`src/rtl/ycbcr_frame_sched.sv`:
```
// ycbcr_frame_sched
//   Frame-level sequencer that sits in front of the rgb_to_ycbcr converter in
//   the OV5640 motion-detect path. Camera pixels are let into the converter
//   one whole frame at a time. Each frame is tagged as either a
//   background-refresh frame or a compare frame. The block tracks pixel
//   coordinates on the converter output and flags frame-size errors.
//
// Ports
//   clk, rst_n              pixel clock, asynchronous active-low reset
//   i_start                 start request, honoured only in IDLE
//   i_stop                  stop request; the current frame always completes
//   i_r/g/b_8b, i_h_sync,
//   i_v_sync, i_data_en     camera pixel bus (v_sync active high)
//   o_r/g/b_8b, o_h_sync,
//   o_v_sync, o_data_en     registered pixel bus to the converter; only
//                           data_en is gated by the RUN state
//   i_cvt_data_en           data_en returned by the converter
//   o_pix_x, o_pix_y        coordinates of the current converter output pixel
//   o_bg_frame              current frame is a background-refresh frame
//   o_frame_start           1-cycle pulse on entry to RUN
//   o_frame_done            1-cycle pulse once the last pixel left the converter
//   o_busy                  FSM is not in IDLE
//   o_size_err              sticky line/frame size mismatch
//   o_state                 FSM state, for debug and checkers
`timescale 1ns/1ps
module ycbcr_frame_sched #(
  parameter int H_ACT     = 640,
  parameter int V_ACT     = 480,
  parameter int BG_PERIOD = 16,
  parameter int PIPE_LAT  = 4,
  parameter int XW        = 11,
  parameter int YW        = 10
) (
  input  logic          clk,
  input  logic          rst_n,
  input  logic          i_start,
  input  logic          i_stop,
  input  logic [7:0]    i_r_8b,
  input  logic [7:0]    i_g_8b,
  input  logic [7:0]    i_b_8b,
  input  logic          i_h_sync,
  input  logic          i_v_sync,
  input  logic          i_data_en,
  output logic [7:0]    o_r_8b,
  output logic [7:0]    o_g_8b,
  output logic [7:0]    o_b_8b,
  output logic          o_h_sync,
  output logic          o_v_sync,
  output logic          o_data_en,
  input  logic          i_cvt_data_en,
  output logic [XW-1:0] o_pix_x,
  output logic [YW-1:0] o_pix_y,
  output logic          o_bg_frame,
  output logic          o_frame_start,
  output logic          o_frame_done,
  output logic          o_busy,
  output logic          o_size_err,
  output logic [1:0]    o_state
);

  typedef enum logic [1:0] {
    S_IDLE    = 2'd0,
    S_WAIT_VS = 2'd1,
    S_RUN     = 2'd2,
    S_DRAIN   = 2'd3
  } state_t;

  localparam int FIW = (BG_PERIOD > 1) ? $clog2(BG_PERIOD) : 1;
  localparam int DW  = $clog2(PIPE_LAT + 2);

  localparam logic [XW-1:0]  X_ACT      = XW'(H_ACT);
  localparam logic [YW-1:0]  Y_ACT      = YW'(V_ACT);
  localparam logic [FIW-1:0] BG_LAST    = FIW'(BG_PERIOD - 1);
  localparam logic [DW-1:0]  DRAIN_LOAD = DW'(PIPE_LAT + 1);

  state_t         r_state;
  state_t         w_state_nxt;
  logic           r_vs_d;
  logic           r_cde_d;
  logic           r_stop_pend;
  logic [DW-1:0]  r_drain_cnt;
  logic [FIW-1:0] r_frame_idx;
  logic [XW-1:0]  r_x_cnt;
  logic [YW-1:0]  r_y_cnt;

  logic           w_vs_rise;
  logic           w_vs_fall;
  logic           w_cde_fall;
  logic           w_drain_last;
  logic [XW-1:0]  w_x_inc;
  logic [YW-1:0]  w_y_inc;
  logic [YW-1:0]  w_y_nxt;

  assign w_vs_rise    = i_v_sync & ~r_vs_d;
  assign w_vs_fall    = ~i_v_sync & r_vs_d;
  assign w_cde_fall   = r_cde_d & ~i_cvt_data_en;
  // The drain counter is decremented every DRAIN cycle. The cycle in which
  // it reaches zero is the final one.
  assign w_drain_last = (r_drain_cnt <= DW'(1));

  // Both counters saturate at all-ones.
  assign w_x_inc = (&r_x_cnt) ? r_x_cnt : r_x_cnt + XW'(1);
  assign w_y_inc = (&r_y_cnt) ? r_y_cnt : r_y_cnt + YW'(1);
  // The last line's data_en may fall in the same cycle the drain ends.
  // The frame-size check therefore uses the line count including that fall.
  assign w_y_nxt = w_cde_fall ? w_y_inc : r_y_cnt;

  assign o_state = r_state;

  always_comb begin
    w_state_nxt = r_state;
    case (r_state)
      S_IDLE:    if (i_start && !i_stop) w_state_nxt = S_WAIT_VS;
      S_WAIT_VS: begin
        if (i_stop)         w_state_nxt = S_IDLE;
        else if (w_vs_fall) w_state_nxt = S_RUN;
      end
      S_RUN:     if (w_vs_rise) w_state_nxt = S_DRAIN;
      S_DRAIN:   if (w_drain_last) w_state_nxt = (r_stop_pend || i_stop) ? S_IDLE : S_WAIT_VS;
      default:   w_state_nxt = S_IDLE;
    endcase
  end

  always_ff @(posedge clk or negedge rst_n) begin
    if (!rst_n) begin
      r_state       <= S_IDLE;
      r_vs_d        <= 1'b0;
      r_cde_d       <= 1'b0;
      r_stop_pend   <= 1'b0;
      r_drain_cnt   <= '0;
      r_frame_idx   <= '0;
      r_x_cnt       <= '0;
      r_y_cnt       <= '0;
      o_r_8b        <= '0;
      o_g_8b        <= '0;
      o_b_8b        <= '0;
      o_h_sync      <= 1'b0;
      o_v_sync      <= 1'b0;
      o_data_en     <= 1'b0;
      o_pix_x       <= '0;
      o_pix_y       <= '0;
      o_bg_frame    <= 1'b0;
      o_frame_start <= 1'b0;
      o_frame_done  <= 1'b0;
      o_busy        <= 1'b0;
      o_size_err    <= 1'b0;
    end else begin
      o_r_8b        <= i_r_8b;
      o_g_8b        <= i_g_8b;
      o_b_8b        <= i_b_8b;
      o_h_sync      <= i_h_sync;
      o_v_sync      <= i_v_sync;
      o_data_en     <= i_data_en & (r_state == S_RUN);
      r_vs_d        <= i_v_sync;
      r_cde_d       <= i_cvt_data_en;
      r_state       <= w_state_nxt;
      o_busy        <= (w_state_nxt != S_IDLE);
      o_frame_start <= 1'b0;
      o_frame_done  <= 1'b0;

      // Coordinate tracking follows only the converter's data_en.
      if (i_cvt_data_en) begin
        o_pix_x <= r_x_cnt;
        o_pix_y <= r_y_cnt;
        r_x_cnt <= w_x_inc;
      end else if (w_cde_fall) begin
        if (r_x_cnt != X_ACT) o_size_err <= 1'b1;
        r_x_cnt <= '0;
        r_y_cnt <= w_y_inc;
      end

      case (r_state)
        S_IDLE: begin
          if (i_start && !i_stop) begin
            r_frame_idx <= '0;
            o_size_err  <= 1'b0;
          end
        end
        S_WAIT_VS: begin
          if (w_state_nxt == S_RUN) begin
            o_frame_start <= 1'b1;
            o_bg_frame    <= (r_frame_idx == '0);
            r_x_cnt       <= '0;
            r_y_cnt       <= '0;
          end
        end
        S_RUN: begin
          if (i_stop)    r_stop_pend <= 1'b1;
          if (w_vs_rise) r_drain_cnt <= DRAIN_LOAD;
        end
        S_DRAIN: begin
          if (i_stop) r_stop_pend <= 1'b1;
          if (w_drain_last) begin
            r_drain_cnt  <= '0;
            o_frame_done <= 1'b1;
            if (w_y_nxt != Y_ACT) o_size_err <= 1'b1;
            r_frame_idx  <= (r_frame_idx == BG_LAST) ? '0 : r_frame_idx + FIW'(1);
          end else begin
            r_drain_cnt  <= r_drain_cnt - DW'(1);
          end
        end
        default: ;
      endcase

      // Any pending stop is consumed when the FSM returns to IDLE.
      if (w_state_nxt == S_IDLE) r_stop_pend <= 1'b0;
    end
  end

endmodule
```
`config.mk`:
```
export PLATFORM = sky130hd
export DESIGN_NAME = ycbcr_frame_sched
export DESIGN_NICKNAME = d
export VERILOG_FILES = /design/src/rtl/ycbcr_frame_sched.sv
export SDC_FILE = /design/constraint.sdc
export NUM_CORES = 1
export LEC_CHECK = 0
export BUFFER_PORTS_ARGS = -buffer_cell sky130_fd_sc_hd__buf_4
export CORE_ASPECT_RATIO = 0.6
export CORE_MARGIN = 3
export CORE_UTILIZATION = 45
export CTS_CLUSTER_SIZE = 20
export DETAILED_ROUTE_END_ITERATION = 12
export PLACE_DENSITY = 0.7
export SLEW_MARGIN = 5
export SYNTH_ARGS = -nofsm -noshare
export SYNTH_HDL_FRONTEND = slang
export SYNTH_SLANG_ARGS = --single-unit
export TNS_END_PERCENT = 20
```
`constraint.sdc`:
```
create_clock -name clk -period 1.7 [get_ports clk]
set_input_delay 0.085 -clock clk [delete_from_list [all_inputs] [get_ports clk]]
set_output_delay 0.085 -clock clk [all_outputs]
set_load 0.02 [all_outputs]
```
# == Word-level counts from Yosys, hierarchy flattened ==
# Cells that the tools add are included.
# totals
latch_bits,0
rom_bits,0
ramBits,0
word_cells,98
register_bits,85
mem_count,0
# classes
n_div,0
order_cmp,1
n_bitwise,7
n_eq_ne,10
n_reduce_logical,18
shifts,0
n_mux,38
multipliers,0
add_sub_neg,4
# ops
cell,count
11-bit two-way mux,5
10-bit two-way mux,5
1-bit two-way mux,14
4-bit two-way mux,3
"11-bit by 1-bit adder with 11-bit output, second input constant",1
"11-bit by 10-bit != test with 1-bit output, second input constant",1
11-bit AND reduction,1
"10-bit by 1-bit adder with 10-bit output, second input constant",1
2-bit two-way mux,5
"10-bit by 9-bit != test with 1-bit output, second input constant",1
10-bit AND reduction,1
2-bit nonzero test,5
2-bit case mux with 4 select lines,1
4-bit case mux with 2 select lines,1
"2-bit equality test, second input constant",3
3-bit two-way mux,2
"2-bit != test, second input constant",3
3-bit case mux with 2 select lines,1
2-bit AND reduction,3
"4-bit by 1-bit adder with 4-bit output, second input constant",1
1-bit AND,4
"4-bit equality test, second input constant",1
2-bit logical NOT,2
4-bit logical NOT,1
10 further kinds,12

# == Logic depth before layout (Yosys ltp) ==
# logic_depth
depth_word,8
depth_mapped,9

# == Worst setup path after synthesis ==
# No wires, ideal clock.
# synth_path
path_kind,register -> register
from,"register r_state[0], in the netlist o_state[0]"
to,register o_bg_frame
arrival_ps,1916
required_time_ps,1575
setup_ps,125
stages_incl_launch_ff,9
period_less_slack_ps,2041
slack_ps,-341
path_cell_list,dfrtp_1 > inv_1 > ha_1 > nor3b_1 > nor3_1 > a21oi_2 > and4_4 > buf_6 > mux2_4
# synth_between
elab_chain_cells,5
elab_cells_between_ends,12
# synth_rtl
item,line,text
"start, declared",76,state_t r_state;
"start signal, assigned",156,r_state <= w_state_nxt;
2-bit two-way mux,116,else if (w_vs_fall) w_state_nxt = S_RUN;
2-bit two-way mux,115,if (i_stop) w_state_nxt = S_IDLE;
2-bit case mux with 4 select lines,112,case (r_state)
2-bit equality test,180,if (w_state_nxt == S_RUN) begin
2-bit AND reduction (no line) (*),n/a,
"end signal, assigned",182,o_bg_frame <= (r_frame_idx == '0);
"end, declared",53,"output logic o_bg_frame,"
# Mark *: on every way between the ends. The rest lies on a longest branch, timed or not.
# A chain may end at the register's enable or synchronous reset.

# == Worst setup path in the final report ==
# layout_path
from,"register r_state[1], in the netlist o_state[1]"
to,register o_bg_frame
# The elaborated chain is that of the path after synthesis.

==> results.toml <==
[sta]
whs_ns = 0.152
relSlewSlack_pct = 65.3
finalWorstSetupSlack_ns = -0.154
skew_ns = 0.00712
fmax_mhz = 539
worstMarginPinSlew_ns = 0.521
finalCritPeriodShare_pct = 109
slew_violations = 0
layout_min_cycle_time_ns = 1.85
setup_tns_ns = -1.89
finalHoldViolations = 0
setup_viol_count_final = 26
grt_setup_unrepaired = "yes"

[yosys]
synth-seq-cells = 85
synth_top_flop_cell = "dfrtp_1"
synth_edf_count = 0
ys_async_sr_fraction_pct = 100
synth_most_common_cell = "dfrtp_1"
yosysWarningCount = 0
synth_commonest_cells = "dfrtp_1 (85), nand2_1 (26), nor2_1 (26)"
synth_cell_type_count = 63
syn_inst = 335
synth_top_area_share_pct = 55.2
synth_area_leader_cell = "dfrtp_1"
netlist_area_um2 = 3850
ys_seq_area_share_pct = 55.2
synth_nets = 378
synthTopCellsByArea = "dfrtp_1 (55%), mux2_2 (6.7%), ha_1 (3.6%), nand2_1 (2.5%), nor2_1 (2.5%)"
syn_area_per_cell_um2 = 11.5

[routing]
avgRoutedWirePerCell_um = 14.8
ant_nets = 0
drt_pre_antenna_iters = 6
wirelength_mm = 9.16
drtIter0Drc = 209
via_per_inst = 5.13
drc_errors = 0
via_count = 3170

[cells_and_area]
num_antenna_cells = 0
utilization_pct = 70.0
drive_above_1_share_pct = 44.3
final_cells = 618
nNetsFinal = 549
area_delta_synth_final_pct = 47.2

[clock_network]
clockBufferDepth = 2
cts_root_buf = "clkbuf_16"
path_clk_slew_ns = 0.06
cts_made_buffers = 9
tritoncts = "yes"
cts_sinks = 85
h-tree-depth = 3
clk_latency_ns = 0.34

[run_status]
violations = "negative setup slack"
run_status = "complete, but fails checks"

[worst_setup_path]
crit_fanout = 8
crit_slowest_cell = "dfrtp_2"
cp-start-kind = "flip-flop"
path_class = "flip-flop to flip-flop"
max_stage_delay_ns = 0.46
worst-path-stages = 7
path_cells = "inv_2, ha_4, nor3b_4, nor3_2, a21oi_2, and4_4, mux2_4"
critPathCapture = "o_bg_frame$_DFFE_PN0P_"
setup.worst_path.end_class = "flip-flop"
regToRegEndpoint = "o_bg_frame$_DFFE_PN0P_"
crit_start = "o_state[1]$_DFF_PN0_"
reg2reg_depth = 7
timing.rr.start = "o_state[1]$_DFF_PN0_"
reg2reg_setup_slack_ns = -0.15
crit_buf_inv = 1
cp_top_family = "simple AND/OR/NAND/NOR gates"
worst_ep_required_time_ns = 1.93
worstPathArrival_ns = 2.08

[global_route]
grt_max_degree = 39
grt_pass1_vias = 3196
gr-total-overflow = 0
antenna_found_initial = 0
grt_pass1_wl_mm = 15.8
grt_usage_pct = 20.1

[place]
gp_congestion = 0.922
place_inst = 571
io_buffers = 86
hpwl_mm = 6.51
place_ws_ns = -0.172

[die]
die-area_um2 = 9740
std_cell_rows = 25
die_w_um = 125
fp.dieH_um = 77.7
core_area_um2 = 8100
initial_core_util_pct = 47.5
pin_count = 87

[power]
leakagePower_nw = 2.70
peakVddDrop_mv = 0.739
powerDensity_nw_per_um2 = 1200

[flow_run]
cap_violations = 0

[worst_hold_path]
hold_class = "input port to flip-flop"
worst min-delay path by stage:
stage                   from                          to  cells past startpoint
2_1_floorplan          rst_n         o_b_8b[0]$_DFF_PN0_                      0
3_3_place_gp           rst_n  r_frame_idx[2]$_DFFE_PN0P_                      1
3_5_place_dp           rst_n  r_frame_idx[3]$_DFFE_PN0P_                      1
4_1_cts        i_cvt_data_en           r_cde_d$_DFF_PN0_                      2
5_1_grt        i_cvt_data_en           r_cde_d$_DFF_PN0_                      2
6_report       i_cvt_data_en           r_cde_d$_DFF_PN0_                      2
metal layers:
metal | share of wire [%] | GRT usage [%]
met5 | 0 | 0
met4 | 0.87 | 4.76
met3 | 7.6 | 7.98
met2 | 43 | 28.5
met1 | 48 | 29.0
layout by cell type, fill, tap and decap left out, types with 5 or more instances in the layout:
master | netlist | routed
ha_1 | 11 | 7
inv_1 | 17 | 13
mux2_2 | 23 | 23
nand3_1 | 13 | 13
nor2_1 | 26 | 23
a21oi_1 | 17 | 15
o21ai_0 | 12 | 12
buf_4 | 1 | 143
nand4_1 | 6 | 6
clkbuf_16 | 0 | 9
nand2b_1 | 5 | 5
nand2_1 | 26 | 26
dlygate4sd3_1 | 0 | 28
dfrtp_1 | 85 | 83
flip-flops by register name (all words and copies together) (netlist names), 2 cells and up:
signal       flops
r_x_cnt         11
r_drain_cnt      3
o_g_8b           8
o_pix_x         11
o_r_8b           8
o_pix_y         10
o_state          2
r_frame_idx      4
r_y_cnt         10
o_b_8b           8
power by group:
group | total (W) | internal, W | switching [W]
Combinational | 0.00240 | 0.00122 | 0.00118
Clock | 0.00178 | 0.000985 | 0.000798
Sequential | 0.00261 | 0.00234 | 0.000270
Total | 0.00679 | 0.00455 | 0.00225
cell families after synthesis:
| kind of cell | count (synthesis) | share of synthesized area [%] |
|---|---|---|
| fa+ha+maj | 11 | 3.57 |
| mux | 28 | 8.15 |
| compound gates | 61 | 11.7 |
| flops | 85 | 55.2 |
| simple gates | 116 | 16.8 |
| xor+xnor | 3 | 0.682 |
| buf+inv | 31 | 3.87 |
final cells by class:
| cell class | instances | area (um2) |
|---|---|---|
| fillers | 584 | 2430 |
| flip-flops and latches | 85 | 2130 |
| multi-input cells | 219 | 1680 |
| repair buffers | 173 | 1390 |
| clock buffers | 10 | 229 |
| well taps | 108 | 135 |
| inverters | 18 | 70.1 |
| clock inverters | 5 | 40.0 |
metrics by stage:
stage,total power (W),cell area (um2)
final,0.00679,5670
after global routing,0.00720,5670
after detailed placement,0.00483,5030
after global placement,0.00478,5030
after CTS,0.00679,5640
after floorplan,0.00380,3910
timing repair:
action | CTS | global route
endpoints found under the setup margin | 28 | 27
pin swaps | 6 | 8
hold buffers | 28 | 0
hold endpoints to repair | 62 | 0
gates resized for setup | 9 | 6
setup buffers | 3 | 1
(Power assumes the default switching activity.)
